--- config.mk ---
export PLATFORM = sky130hd
export DESIGN_NAME = ad_sample_capture_flat
export DESIGN_NICKNAME = d
export VERILOG_FILES = /design/src/rtl/ad_sample_capture_pkg.sv /design/src/rtl/ad_sample_capture_if.sv /design/src/rtl/ad_sample_capture_rd_seq.sv /design/src/rtl/ad_sample_capture.sv /design/src/flat_wrapper.sv
export SDC_FILE = /design/constraint.sdc
export NUM_CORES = 1
export LEC_CHECK = 0
export CORE_MARGIN = 10
export CORE_UTILIZATION = 49
export DETAILED_ROUTE_END_ITERATION = 7
export GPL_TIMING_DRIVEN = 0
export PLACE_DENSITY = 0.76
export RECOVER_POWER = 50
export SETUP_SLACK_MARGIN = 0.5
export SYNTH_ARGS = -nofsm -noshare
export SYNTH_HDL_FRONTEND = slang
export SYNTH_SLANG_ARGS = --single-unit
--- constraint.sdc ---
create_clock -name clk -period 2 [get_ports clk]
set_input_delay 0.4 -clock clk [delete_from_list [all_inputs] [get_ports clk]]
set_output_delay 0.4 -clock clk [all_outputs]
set_load 0.03 [all_outputs]
--- src/rtl/ad_sample_capture_pkg.sv ---
// Shared types and constants for the ADC sample-capture front end.
package ad_sample_capture_pkg;

  typedef enum logic [2:0] {
    StIdle,
    StAdRst,
    StWaitTick,
    StConvst,
    StSettle,
    StWaitBusy,
    StRdLo,
    StRdHi
  } state_e;

  localparam int unsigned DefaultDw = 16;
  localparam int unsigned OvfW      = 16;
  localparam int unsigned TimerW    = 16;

  function automatic logic [OvfW-1:0] sat_inc(input logic [OvfW-1:0] v);
    return (v == {OvfW{1'b1}}) ? v : v + 1'b1;
  endfunction

endpackage

--- src/rtl/ad_sample_capture_if.sv ---
// Parallel ADC bus: the controller drives the strobes, the converter drives data/status.
interface ad_sample_capture_if #(
  parameter int unsigned Dw = ad_sample_capture_pkg::DefaultDw
) ();
  logic [Dw-1:0] ad_data;
  logic          ad_busy;
  logic          first_data;
  logic          ad_reset;
  logic          ad_convst_n;
  logic          ad_cs_n;
  logic          ad_rd_n;

  modport master (
    input  ad_data, ad_busy, first_data,
    output ad_reset, ad_convst_n, ad_cs_n, ad_rd_n
  );

  modport slave (
    output ad_data, ad_busy, first_data,
    input  ad_reset, ad_convst_n, ad_cs_n, ad_rd_n
  );
endinterface

--- src/rtl/ad_sample_capture_rd_seq.sv ---
// Read-phase timer: times the RD low/high strobe phases and tracks the channel being read.
module ad_sample_capture_rd_seq
  import ad_sample_capture_pkg::*;
#(
  parameter int unsigned Channels = 8,
  parameter int unsigned RdLow    = 2,
  parameter int unsigned RdHigh   = 2
) (
  input  logic clk,
  input  logic reset,
  input  logic in_lo,
  input  logic in_hi,
  output logic lo_done,
  output logic hi_done,
  output logic first_chan,
  output logic last_chan
);

  localparam int unsigned ChW = (Channels > 1) ? $clog2(Channels) : 1;

  logic [TimerW-1:0] timer_q, timer_d;
  logic [ChW-1:0]    chan_q, chan_d;

  assign lo_done    = in_lo && (timer_q == TimerW'(RdLow - 1));
  assign hi_done    = in_hi && (timer_q == TimerW'(RdHigh - 1));
  assign first_chan = (chan_q == '0);
  assign last_chan  = (chan_q == ChW'(Channels - 1));

  always_comb begin
    timer_d = timer_q + 1'b1;
    chan_d  = chan_q;
    if (!(in_lo || in_hi)) begin
      // Outside the read phase everything rewinds for the next frame.
      timer_d = '0;
      chan_d  = '0;
    end else if (lo_done) begin
      timer_d = '0;
    end else if (hi_done) begin
      timer_d = '0;
      chan_d  = last_chan ? '0 : chan_q + 1'b1;
    end
  end

  always_ff @(posedge clk or negedge reset) begin
    if (!reset) begin
      timer_q <= '0;
      chan_q  <= '0;
    end else begin
      timer_q <= timer_d;
      chan_q  <= chan_d;
    end
  end

endmodule

--- src/rtl/ad_sample_capture.sv ---
// ADC front-end controller: resets the converter, paces conversions, reads every channel per
// frame, checks FIRSTDATA alignment and forwards words to the acquisition FIFO.
module ad_sample_capture
  import ad_sample_capture_pkg::*;
#(
  parameter int unsigned Dw         = DefaultDw,
  parameter int unsigned Channels   = 8,
  parameter int unsigned SampleDiv  = 1000,
  parameter int unsigned ResetCyc   = 10,
  parameter int unsigned ConvstCyc  = 4,
  parameter int unsigned BusySettle = 4,
  parameter int unsigned BusyTmo    = 500,
  parameter int unsigned RdLow      = 2,
  parameter int unsigned RdHigh     = 2
) (
  input  logic                clk,
  input  logic                reset,
  input  logic                start,
  ad_sample_capture_if.master adc,
  output logic                data_flag,
  output logic [Dw-1:0]       fifo_data,
  output logic                fifo_wrreq,
  input  logic                fifo_full,
  output logic [OvfW-1:0]     overflow_cnt,
  output logic                sync_err,
  output logic                tick_overrun,
  output logic                busy_tmo
);

  localparam int unsigned TickW = $clog2(SampleDiv);

  state_e            state_q, state_d;
  logic [TimerW-1:0] cnt_q, cnt_d;
  logic [TickW-1:0]  tick_cnt_q, tick_cnt_d;
  logic              tick_pending_q, tick_pending_d;
  logic              busy_s1_q, busy_s2_q;
  logic [Dw-1:0]     fifo_data_q;
  logic              data_flag_q;
  logic [OvfW-1:0]   overflow_q;
  logic              sync_err_q, tick_overrun_q, busy_tmo_q;

  logic in_lo, in_hi, lo_done, hi_done, first_chan, last_chan;
  logic leave_tick, capture, set_sync, set_tmo, set_overrun, tick_run, tick_wrap;

  assign in_lo = (state_q == StRdLo);
  assign in_hi = (state_q == StRdHi);

  ad_sample_capture_rd_seq #(
    .Channels(Channels),
    .RdLow   (RdLow),
    .RdHigh  (RdHigh)
  ) u_rd_seq (
    .clk       (clk),
    .reset     (reset),
    .in_lo     (in_lo),
    .in_hi     (in_hi),
    .lo_done   (lo_done),
    .hi_done   (hi_done),
    .first_chan(first_chan),
    .last_chan (last_chan)
  );

  always_comb begin
    state_d    = state_q;
    cnt_d      = cnt_q;
    leave_tick = 1'b0;
    capture    = 1'b0;
    set_sync   = 1'b0;
    set_tmo    = 1'b0;
    unique case (state_q)
      StIdle: begin
        cnt_d = '0;
        if (start) state_d = StAdRst;
      end
      StAdRst: begin
        cnt_d = cnt_q + 1'b1;
        if (cnt_q == TimerW'(ResetCyc - 1)) begin
          state_d = StWaitTick;
          cnt_d   = '0;
        end
      end
      StWaitTick: begin
        cnt_d = '0;
        // A stop request is honoured only between frames.
        if (!start) begin
          state_d = StIdle;
        end else if (tick_pending_q) begin
          state_d    = StConvst;
          leave_tick = 1'b1;
        end
      end
      StConvst: begin
        cnt_d = cnt_q + 1'b1;
        if (cnt_q == TimerW'(ConvstCyc - 1)) begin
          state_d = StSettle;
          cnt_d   = '0;
        end
      end
      StSettle: begin
        cnt_d = cnt_q + 1'b1;
        if (cnt_q == TimerW'(BusySettle - 1)) begin
          state_d = StWaitBusy;
          cnt_d   = '0;
        end
      end
      StWaitBusy: begin
        cnt_d = cnt_q + 1'b1;
        if (!busy_s2_q) begin
          state_d = StRdLo;
          cnt_d   = '0;
        end else if (cnt_q == TimerW'(BusyTmo - 1)) begin
          state_d = StWaitTick;
          set_tmo = 1'b1;
          cnt_d   = '0;
        end
      end
      StRdLo: begin
        if (lo_done) begin
          if (adc.first_data != first_chan) begin
            set_sync = 1'b1;
            state_d  = StWaitTick;
          end else begin
            capture = 1'b1;
            state_d = StRdHi;
          end
        end
      end
      StRdHi: begin
        if (hi_done) state_d = last_chan ? StWaitTick : StRdLo;
      end
      default: state_d = StIdle;
    endcase
  end

  // Conversion pacing runs independently of the frame sequence once the ADC is out of reset.
  always_comb begin
    tick_run       = (state_q != StIdle) && (state_q != StAdRst);
    tick_wrap      = tick_run && (tick_cnt_q == TickW'(SampleDiv - 1));
    tick_cnt_d     = (!tick_run || tick_wrap) ? '0 : tick_cnt_q + 1'b1;
    tick_pending_d = tick_run && ((tick_pending_q && !leave_tick) || tick_wrap);
    set_overrun    = tick_wrap && tick_pending_q && !leave_tick;
  end

  always_ff @(posedge clk or negedge reset) begin
    if (!reset) begin
      state_q        <= StIdle;
      cnt_q          <= '0;
      tick_cnt_q     <= '0;
      tick_pending_q <= 1'b0;
      busy_s1_q      <= 1'b0;
      busy_s2_q      <= 1'b0;
      fifo_data_q    <= '0;
      data_flag_q    <= 1'b0;
      overflow_q     <= '0;
      sync_err_q     <= 1'b0;
      tick_overrun_q <= 1'b0;
      busy_tmo_q     <= 1'b0;
    end else begin
      state_q        <= state_d;
      cnt_q          <= cnt_d;
      tick_cnt_q     <= tick_cnt_d;
      tick_pending_q <= tick_pending_d;
      busy_s1_q      <= adc.ad_busy;
      busy_s2_q      <= busy_s1_q;
      data_flag_q    <= capture;
      if (capture) fifo_data_q <= adc.ad_data;
      if (data_flag_q && fifo_full) overflow_q <= sat_inc(overflow_q);
      if (set_sync) sync_err_q <= 1'b1;
      if (set_tmo) busy_tmo_q <= 1'b1;
      if (set_overrun) tick_overrun_q <= 1'b1;
    end
  end

  assign adc.ad_reset    = (state_q == StAdRst);
  assign adc.ad_convst_n = (state_q != StConvst);
  assign adc.ad_cs_n     = !(in_lo || in_hi);
  assign adc.ad_rd_n     = !in_lo;

  assign data_flag    = data_flag_q;
  assign fifo_data    = fifo_data_q;
  assign fifo_wrreq   = data_flag_q && !fifo_full;
  assign overflow_cnt = overflow_q;
  assign sync_err     = sync_err_q;
  assign tick_overrun = tick_overrun_q;
  assign busy_tmo     = busy_tmo_q;

endmodule

--- src/flat_wrapper.sv ---
// flat-port wrapper written by rule: the top's interface ports become plain ports
module ad_sample_capture_flat import ad_sample_capture_pkg::*;
#(
  parameter int unsigned Dw         = DefaultDw,
  parameter int unsigned Channels   = 8,
  parameter int unsigned SampleDiv  = 1000,
  parameter int unsigned ResetCyc   = 10,
  parameter int unsigned ConvstCyc  = 4,
  parameter int unsigned BusySettle = 4,
  parameter int unsigned BusyTmo    = 500,
  parameter int unsigned RdLow      = 2,
  parameter int unsigned RdHigh     = 2
)
  (clk, reset, start, data_flag, fifo_data, fifo_wrreq, fifo_full, overflow_cnt, sync_err, tick_overrun, busy_tmo, adc_ad_data, adc_ad_busy, adc_first_data, adc_ad_reset, adc_ad_convst_n, adc_ad_cs_n, adc_ad_rd_n);
  ad_sample_capture_if #(.Dw(Dw)) adc_i ();
  input  logic clk;
  input  logic reset;
  input  logic start;
  output logic data_flag;
  output logic [Dw-1:0] fifo_data;
  output logic fifo_wrreq;
  input  logic fifo_full;
  output logic [OvfW-1:0] overflow_cnt;
  output logic sync_err;
  output logic tick_overrun;
  output logic busy_tmo;
  input wire logic [$bits(adc_i.ad_data)-1:0] adc_ad_data;
  input wire logic [$bits(adc_i.ad_busy)-1:0] adc_ad_busy;
  input wire logic [$bits(adc_i.first_data)-1:0] adc_first_data;
  output wire logic [$bits(adc_i.ad_reset)-1:0] adc_ad_reset;
  output wire logic [$bits(adc_i.ad_convst_n)-1:0] adc_ad_convst_n;
  output wire logic [$bits(adc_i.ad_cs_n)-1:0] adc_ad_cs_n;
  output wire logic [$bits(adc_i.ad_rd_n)-1:0] adc_ad_rd_n;
  assign adc_i.ad_data = adc_ad_data;
  assign adc_i.ad_busy = adc_ad_busy;
  assign adc_i.first_data = adc_first_data;
  assign adc_ad_reset = adc_i.ad_reset;
  assign adc_ad_convst_n = adc_i.ad_convst_n;
  assign adc_ad_cs_n = adc_i.ad_cs_n;
  assign adc_ad_rd_n = adc_i.ad_rd_n;
  ad_sample_capture #(.Dw(Dw), .Channels(Channels), .SampleDiv(SampleDiv), .ResetCyc(ResetCyc), .ConvstCyc(ConvstCyc), .BusySettle(BusySettle), .BusyTmo(BusyTmo), .RdLow(RdLow), .RdHigh(RdHigh)) u_core (.clk(clk), .reset(reset), .start(start), .adc(adc_i), .data_flag(data_flag), .fifo_data(fifo_data), .fifo_wrreq(fifo_wrreq), .fifo_full(fifo_full), .overflow_cnt(overflow_cnt), .sync_err(sync_err), .tick_overrun(tick_overrun), .busy_tmo(busy_tmo));
endmodule
==> results.yml, run 1 <==
clocking:
  cts-root-buf: "clkbuf_8"
  h-tree-depth: 3
  clk_pin_slew_ns: 0.09
  clock_latency_ns: 0.37
  cts_made_buffers: 9
  clk_path_buf_depth: 2
  clock-sinks: 87
  cts_tree: "yes"
worst_setup_path:
  worstPathCellList: "inv_2 > ha_4 > nor3b_4 > nand4_2 > nor3b_4 > buf_4 > buf_8 > mux2_4"
  critPathSlowestCell: "dfrtp_1"
  worst-path-buf-inv: 3
  cp.arrival_ns: 2.30
  criticalPathCategory: "flip-flop to flip-flop"
  start_kind: "flip-flop"
  required_ns: 2.24
  critPathTopFamily: "simple AND/OR/NAND/NOR gates"
  cpMostUsedCell: "nor3b_4"
  max_stage_delay_ns: 0.42
  cp-end-kind: "flip-flop"
  cp_max_fo: 5
timing:
  hold_viol: 0
  max_freq_mhz: 487
  period_needed_ns: 2.05
  grt_setup_unrepaired: "yes"
  slew_headroom: 0.243
  skew_ns: 0.0176
  worstMarginPinSlew_ns: 1.14
  setup_viol: 17
  worst_slack_ns: -0.0531
  period_share: 1.03
  slew_viol_final: 0
global_route:
  antenna_found_initial: 0
  grt_first_pass_wirelength_mm: 17.5
  grt_use_total: 0.161
  grt_max_degree: 71
  grt-ovfl-total: 0
  grt_pass1_vias: 3513
die:
  core_area_mm2: 0.00864
  die_x_um: 114
  initial_utilization: 0.499
  rows: 34
  io_pins: 63
  die-area_mm2: 0.0130
  chipHeight_um: 114
logic_synthesis:
  synthDistinctLibCells: 54
  yosysWarnings: 0
  syn-cell-area_mm2: 0.00431
  synth-seq-cells: 87
  syn_avg_cell_area_um2: 10.9
  seq_area_frac_synth: 0.505
  synth-edff-count: 0
  syn_nets: 427
  async_reset_ff_frac: 1.00
  synth-main-ff-cell: "dfrtp_1"
  syn-instance-count: 396
pwr:
  total_leakage_power_nw: 2.83
  vdd_drop_max_uv: 512
  power_density_mw_per_mm2: 942
  total_power_mw: 6.06
place:
  dpl_cell_area_mm2: 0.00529
  hpwl_mm: 6.58
  gp_congestion: 0.804
  preCtsSetupSlack_ns: -0.290
  placed_cells: 567
  port_buffers: 62
detailed_routing:
  drt_wl_total_mm: 11.9
  wl_per_cell_um: 18.2
  ant_nets: 0
  drt_iter0_markers: 205
  dr.pass1.iters: 4
  dr_total_vias: 3583
  vias_per_cell: 5.50
  drc: 0
layout:
  final_cells: 652
  drive_above_1_share: 0.460
  final_common_cell: "dfrtp_1"
  fin_nets: 570
  antenna_cells: 0
  layout_common_cells: "dfrtp_1, buf_4, nor2_1"
  synthToLayoutAreaGrowth_pct: 49.1
  final_cell_area_mm2: 0.00643
outcome:
  status: "complete, but fails checks"
  failed_checks: "setup timing"
hold_path:
  min_path_type: "flip-flop to flip-flop"
run:
  cap_violations: 0
-- routing by layer --
| layer | wire length (um) | track usage |
|---|---|---|
| met1 | 4730 | 0.191 |
| met2 | 6460 | 0.281 |
| met3 | 444 | 0.0446 |
| met4 | 252 | 0.0451 |
| met5 | 0 | 0 |
-- logic make-up (layout without fill, tap and decap cells) --
| family | after synthesis | in the layout | share of synthesized area |
|---|---|---|---|
| xor gates and xnor gates | 47 | 47 | 0.0955 |
| DFF | 87 | 87 | 0.505 |
| adders and majority gates | 9 | 9 | 0.0261 |
| AOI/OAI and AO/OA | 48 | 49 | 0.0723 |
| and+or+nand+nor | 157 | 157 | 0.205 |
| muxes | 23 | 23 | 0.0696 |
| buffers and inverters | 25 | 172 | 0.0270 |
-- stage by stage --
step | setup TNS, ns | hold WS, ns | util
2_1_floorplan | 0 | 0.104 | -
3_3_place_gp | -236.40 | 0.335 | 0.609
3_5_place_dp | -4.96 | 0.299 | 0.612
4_1_cts | 0 | 0.361 | 0.686
5_1_grt | -2.54 | 0.363 | 0.745
6_report | -0.520 | 0.359 | 0.745
-- final timing paths --
check	startpoint	cells after the start	slack, ns	end
min in group asynchronous	reset	2	0.76	u_core.cnt_q[11]
worst min register to register	u_core.busy_s1_q	0	0.36	u_core.busy_s2_q
worst min-delay path	u_core.busy_s1_q	0	0.36	u_core.busy_s2_q
max in group asynchronous	reset	3	0.31	u_core.overflow_cnt[3]
worst max register to register	u_core.u_rd_seq.timer_q[1]	8	-0.05	u_core.fifo_data[11]
worst max-delay path	u_core.u_rd_seq.timer_q[1]	8	-0.05	u_core.fifo_data[11]
-- sequential cells by signal (all words and copies together) (netlist names) --
name                     count
u_core.tick_pending_q        1
u_core.u_rd_seq.chan_q       3
u_core.busy_s1_q             1
u_core.data_flag             1
u_core.overflow_cnt         16
u_core.u_rd_seq.timer_q     16
u_core.fifo_data            16
u_core.state_q               3
u_core.busy_tmo              1
u_core.busy_s2_q             1
u_core.tick_cnt_q           10
u_core.tick_overrun          1
u_core.cnt_q                16
u_core.sync_err              1
-- power breakdown --
| part | switching [mW] | total [mW] | internal [mW] |
|---|---|---|---|
| Combinational | 1.33 | 2.51 | 1.18 |
| Sequential | 0.172 | 2.13 | 1.96 |
| Clock | 0.695 | 1.41 | 0.719 |
-- repair_timing --
| item | 4_1_cts | 5_1_grt |
|---|---|---|
| pin swaps | 17 | 37 |
| setup buffers | 33 | 31 |
| gates resized for setup | 207 | 94 |
| cloned | 2 | 2 |
| setup endpoints to repair | 111 | 93 |
| hold endpoints to repair | 17 | 0 |
| hold buffers | 1 | 0 |
-- synth_stat cells (3+ instances only) --
cell / count / area, um2
and3_1: 8 / 50.1
nor2_1: 40 / 150
nor4_2: 3 / 37.5
inv_1: 14 / 52.6
nor2b_1: 5 / 31.3
nor3_1: 11 / 55.1
clkbuf_1: 4 / 15.0
and4_1: 3 / 26.3
or3_1: 4 / 25.0
dfrtp_1: 87 / 2180
ha_1: 9 / 113
nand3b_1: 3 / 22.5
nor4_1: 4 / 25.0
o211ai_1: 3 / 22.5
a21oi_1: 18 / 90.1
o21ai_0: 9 / 45.0
xor2_1: 21 / 184
nand4_1: 11 / 68.8
nand2_1: 26 / 97.6
xnor2_1: 26 / 228
mux2_2: 10 / 113
mux2i_1: 3 / 30.0
mux2_4: 9 / 135
buf_2: 3 / 15.0
nor3b_1: 3 / 22.5
nand3_1: 20 / 100
nand2b_1: 3 / 18.8
-- worst register-to-register path: cells and delay by family (launching register included) --
kind / cells / cell delay, ns
AND/OR/NAND/NOR: 3 / 0.72
buffers and inverters: 3 / 0.38
multiplexers: 1 / 0.30
adder cells (fa/ha/maj): 1 / 0.12
flip-flops: 1 / 0.42
-- cell type report --
type | instances | area (um2)
Timing Repair Buffer | 131 | 1190
Clock buffer | 9 | 124
Sequential cell | 87 | 2210
Fill cell | 546 | 2210
Clock inverter | 7 | 101
Tap cell | 108 | 135
Buffer | 9 | 108
Multi-Input combinational cell | 285 | 2490
Inverter | 16 | 70.1
Power figures use the tool's default switching activity.
==> run 2, diff against run 1 <==
--- a/config.mk
+++ b/config.mk
@@ -6,10 +6,9 @@
 export NUM_CORES = 1
 export LEC_CHECK = 0
 export CORE_MARGIN = 10
-export CORE_UTILIZATION = 49
+export CORE_UTILIZATION = 54
 export DETAILED_ROUTE_END_ITERATION = 7
-export GPL_TIMING_DRIVEN = 0
-export PLACE_DENSITY = 0.76
+export PLACE_DENSITY = 0.79
 export RECOVER_POWER = 50
 export SETUP_SLACK_MARGIN = 0.5
 export SYNTH_ARGS = -nofsm -noshare
==> constraint.sdc (replaced) <==
create_clock -name clk -period 2.1 [get_ports clk]
set_input_delay 0.42 -clock clk [delete_from_list [all_inputs] [get_ports clk]]
set_output_delay 0.42 -clock clk [all_outputs]
set_load 0.03 [all_outputs]
==> results.yml, run 2 (synthesized netlist as in run 1, its figures left out) <==
place:
  port_buffers: 62
  gp_congestion: 0.823
  hpwl_mm: 6.91
  dpl_cell_area_mm2: 0.00524
global_route:
  grt_first_pass_wirelength_mm: 18.5
  antenna_found_initial: 0
  grt_pass1_vias: 3700
  grt_use_total: 0.194
  grt_max_degree: 38
  grt-ovfl-total: 0
layout:
  synthToLayoutAreaGrowth_pct: 40.6
  final_common_cell: "dfrtp_1"
  final_cell_area_mm2: 0.00606
  antenna_cells: 0
  drive_above_1_share: 0.384
  layout_common_cells: "dfrtp_1, buf_4, nor2_1"
  fin_nets: 550
detailed_routing:
  drt_iter0_markers: 182
  drc: 0
  vias_per_cell: 5.54
  dr.pass1.iters: 4
  dr_total_vias: 3469
  drt_wl_total_mm: 11.4
  ant_nets: 0
  wl_per_cell_um: 18.2
timing:
  timing.setup.tns_ns: 0
  setup_viol: 0
  whs_ns: 0.202
  grt_setup_unrepaired: "yes"
  hold_viol: 0
  max_freq_mhz: 507
  skew_ns: 0.0156
  slew_headroom: 0.355
  period_needed_ns: 1.97
  worstMarginPinSlew_ns: 0.967
  period_share: 0.939
  slew_viol_final: 0
worst_setup_path:
  critPathSlowestCell: "dfrtp_1"
  cpMostUsedCell: "nor3b_4"
  max_stage_delay_ns: 0.41
  worstPathCellList: "inv_1 > ha_1 > nor3b_4 > nand4_4 > nor3b_4 > buf_6 > buf_16 > mux2_2"
  r2r_cells: 8
  cp-end-kind: "flip-flop"
  cp_max_fo: 4
  start_kind: "flip-flop"
  cp.arrival_ns: 2.22
  criticalPathCategory: "flip-flop to flip-flop"
  required_ns: 2.35
die:
  rows: 32
  initial_utilization: 0.558
  io_pins: 63
  core_area_mm2: 0.00773
  chipHeight_um: 109
  die-area_mm2: 0.0120
  die_x_um: 109
pwr:
  switching_share: 0.376
  pwr-share-comb: 0.407
  power_density_mw_per_mm2: 874
  switching_power_mw: 1.99
  total_leakage_power_nw: 2.65
  clkPwrFrac: 0.209
  p_seq_frac: 0.383
  intPower_mw: 3.31
  vdd_drop_max_uv: 812
clocking:
  clk_path_buf_depth: 2
  clock-sinks: 87
  cts-root-buf: "clkbuf_8"
  cts_made_buffers: 9
  cts_hold_buf: 0
  cts_tree: "yes"
  clk_pin_slew_ns: 0.10
  h-tree-depth: 3
  clock_latency_ns: 0.37
hold_path:
  min_path_type: "primary input to asynchronous set/reset pin"
run:
  cap_violations: 0
outcome:
  status: "complete, no violations"
run 2: path summary, 6_finish.rpt:
path | startpoint | to | slack, ns
max | u_core.u_rd_seq.timer_q[1] | u_core.fifo_data[0] | 0.13
min | reset | u_core.overflow_cnt[0] | 0.20
max reg2reg | u_core.u_rd_seq.timer_q[1] | u_core.fifo_data[0] | 0.13
min reg2reg | u_core.busy_s1_q | u_core.busy_s2_q | 0.36
max in group asynchronous | reset | u_core.cnt_q[2] | 0.65
min in group clk | u_core.busy_s1_q | u_core.busy_s2_q | 0.36
run 2: worst max-delay path, delay by kind of cell (launching register included):
family	cells	cell delay (ns)
simple gates	3	0.68
flops	1	0.41
fa+ha+maj	1	0.14
mux	1	0.32
buf+inv	3	0.33
run 2: area by class of cell:
type                       count  area, um2
sequential                    87       2210
multi-input combinational    284       2400
tap                          102        128
fill                         468       1660
clock inverter                 5       41.3
clock buffer                  11        141
inverter                      16       67.6
timing repair buffer         121       1080
run 2: timing repair:
action | in CTS | in global routing
setup buffers | 35 | 9
gates resized for setup | 113 | 63
pin swaps | 21 | 15
endpoints found under the hold margin | 0 | 0
cloned | 3 | 0
endpoints found under the setup margin | 102 | 101
run 2: metrics by stage:
stage,utilization,worst slack (ns),power [mW],cells
final,0.785,0.129,5.30,626
after global routing,0.785,0.0297,5.57,626
after CTS,0.769,0.194,5.23,617
after detailed placement,0.679,0.0393,3.80,563
after global placement,0.679,0.115,3.75,563
after floorplan,-,0.185,3.17,396
run 2: power by group through the flow:
stage	clock network (mW)	logic [mW]	registers [mW]
3_5_place_dp	0	1.75	2.06
5_1_grt	1.20	2.31	2.06
6_report	1.11	2.16	2.03
3_3_place_gp	0	1.70	2.05
2_1_floorplan	0	0.925	2.24
4_1_cts	1.13	2.08	2.02
run 2: routing by layer:
metal	GRT usage	wire (um)	vias to the layer above
met5	0	0	-
met3	0.0445	517	22
met1	0.237	4850	1726
met4	0.0753	255	0
met2	0.327	5780	88
li1	-	-	1633
==> run 3, diff against run 2 <==
--- a/config.mk
+++ b/config.mk
@@ -8,6 +8,7 @@
 export CORE_MARGIN = 10
 export CORE_UTILIZATION = 54
 export DETAILED_ROUTE_END_ITERATION = 7
+export MAX_ROUTING_LAYER = met4
 export PLACE_DENSITY = 0.79
 export RECOVER_POWER = 50
 export SETUP_SLACK_MARGIN = 0.5
==> results.yml, run 3 (synthesized netlist as in run 1, its figures left out) <==
worst_setup_path:
  cp.arrival_ns: 2.22
  r2r_slack_ns: 0.13
  cpMostUsedCell: "nor3b_4"
  worstPathCellList: "inv_1 > ha_1 > nor3b_4 > nand4_4 > nor3b_4 > buf_6 > buf_16 > mux2_2"
  required_ns: 2.34
  worst-path-buf-inv: 3
  critPathSlowestCell: "dfrtp_1"
  max_stage_delay_ns: 0.41
  cp_max_fo: 4
  cp-end-kind: "flip-flop"
  criticalPathCategory: "flip-flop to flip-flop"
  critPathTopFamily: "simple AND/OR/NAND/NOR gates"
  r2r_end: "u_core.fifo_data[0]"
  r2r_cells: 8
  reg2reg_from: "u_core.u_rd_seq.timer_q[1]"
  start_kind: "flip-flop"
die:
  io_pins: 63
  initial_utilization: 0.558
  rows: 32
  core_area_mm2: 0.00773
  die_x_um: 109
  chipHeight_um: 109
  die-area_mm2: 0.0120
outcome:
  status: "complete, no violations"
clocking:
  h-tree-depth: 3
  clk_pin_slew_ns: 0.10
  clk_path_buf_depth: 2
  cts_tree: "yes"
  clock-sinks: 87
  cts-root-buf: "clkbuf_8"
  cts_made_buffers: 9
  clock_latency_ns: 0.36
timing:
  slew_viol_final: 0
  setup_viol: 0
  worst_slack_ns: 0.128
  worstMarginPinSlew_ns: 0.948
  period_share: 0.939
  max_freq_mhz: 507
  grt_setup_unrepaired: "yes"
  skew_ns: 0.0143
  period_needed_ns: 1.97
  hold_viol: 0
  slew_headroom: 0.368
  timing.setup.tns_ns: 0
place:
  preCtsSetupSlack_ns: 0.0393
  hpwl_mm: 6.91
  gp_congestion: 0.835
  port_buffers: 62
global_route:
  grt_use_total: 0.200
  antenna_found_initial: 0
  grt_pass1_vias: 3700
  grt_first_pass_wirelength_mm: 18.5
  grt_max_degree: 38
  grt-ovfl-total: 0
run:
  cap_violations: 0
detailed_routing:
  drt_iter0_markers: 209
  dr.pass1.iters: 4
  vias_per_cell: 5.51
  dr_total_vias: 3448
  wl_per_cell_um: 18.1
  ant_nets: 0
  drc: 0
  drt_wl_total_mm: 11.3
pwr:
  switching_share: 0.375
  switching_power_mw: 1.98
  p_seq_frac: 0.384
  power_density_mw_per_mm2: 871
  total_leakage_power_nw: 2.66
  vdd_drop_max_uv: 807
  intPower_mw: 3.30
  clkPwrFrac: 0.208
  pwr-share-comb: 0.407
hold_path:
  min_path_type: "primary input to asynchronous set/reset pin"
layout:
  synthToLayoutAreaGrowth_pct: 40.7
  final_common_cell: "dfrtp_1"
  layout_common_cells: "dfrtp_1, buf_4, nor2_1"
  fin_nets: 550
  antenna_cells: 0
  drive_above_1_share: 0.384
## run 3: changes by cell type in the layout (fill, tap and decap cells not counted), sizes merged
cell / before / now
clkbuf: 25 / 24
clkdlybuf4s15: 13 / 11
dlygate4sd2: 13 / 16
## run 3: what timing repair did
item	in CTS	in global routing
setup endpoints to repair	102	98
setup buffers	35	9
hold buffers	0	0
gates resized for setup	113	59
pin swaps	21	15
cloned	3	0
## run 3: stage by stage
| step | hold slack [ns] | util | std cells | instance area [um2] | power [mW] |
|---|---|---|---|---|---|
| finish | 0.203 | 0.785 | 626 | 6070 | 5.28 |
| floorplan | 0.124 | - | 396 | 4440 | 3.17 |
| global route | 0.245 | 0.785 | 626 | 6070 | 5.56 |
| detailed placement | 0.343 | 0.679 | 563 | 5240 | 3.80 |
| CTS | 0.0496 | 0.769 | 617 | 5950 | 5.23 |
| global placement | 0.339 | 0.679 | 563 | 5240 | 3.75 |
## run 3: per-layer routing
layer	up-vias	global-route usage	part of all wire
li1	1631	-	-
met2	77	0.328	0.51
met4	0	0.0753	0.022
met5	-	-	0
met1	1718	0.244	0.44
met3	22	0.0304	0.029
## run 3: worst max path at each step
stage,startpoint,to,slack (ns),depth (start not counted)
floorplan,u_core.u_rd_seq.timer_q[6],u_core.fifo_data[10],0.18,5
CTS,u_core.u_rd_seq.timer_q[15],u_core.fifo_data[0],0.19,6
detailed placement,adc_first_data,u_core.fifo_data[3],0.04,5
finish,u_core.u_rd_seq.timer_q[1],u_core.fifo_data[0],0.13,8
global placement,adc_first_data,u_core.fifo_data[2],0.11,5
global route,u_core.cnt_q[15],u_core.cnt_q[4],0.03,6
## run 3: power groups by stage
stage                     sequential [mW]  clock, mW  combinational (mW)
after floorplan                      2.24          0               0.925
after detailed placement             2.06          0                1.75
after global placement               2.05          0                1.70
final                                2.03       1.10                2.15
after CTS                            2.02       1.13                2.08
after global routing                 2.06       1.20                2.30
## run 3: layout make-up
| type | instances | area, um2 |
|---|---|---|
| sequential | 87 | 2210 |
| clock inverter | 5 | 41.3 |
| inverter | 16 | 67.6 |
| timing repair buffer | 121 | 1080 |
| clock buffer | 11 | 141 |
| fill | 467 | 1660 |
| tap | 102 | 128 |
| multi-input combinational | 284 | 2400 |
## run 3: worst reg2reg max path, stage by stage (launching register included)
cell	delay [ns]
dfrtp_1	0.41
inv_1	0.07
ha_1	0.14
nor3b_4	0.21
nand4_4	0.15
nor3b_4	0.32
buf_6	0.15
buf_16	0.11
mux2_2	0.32
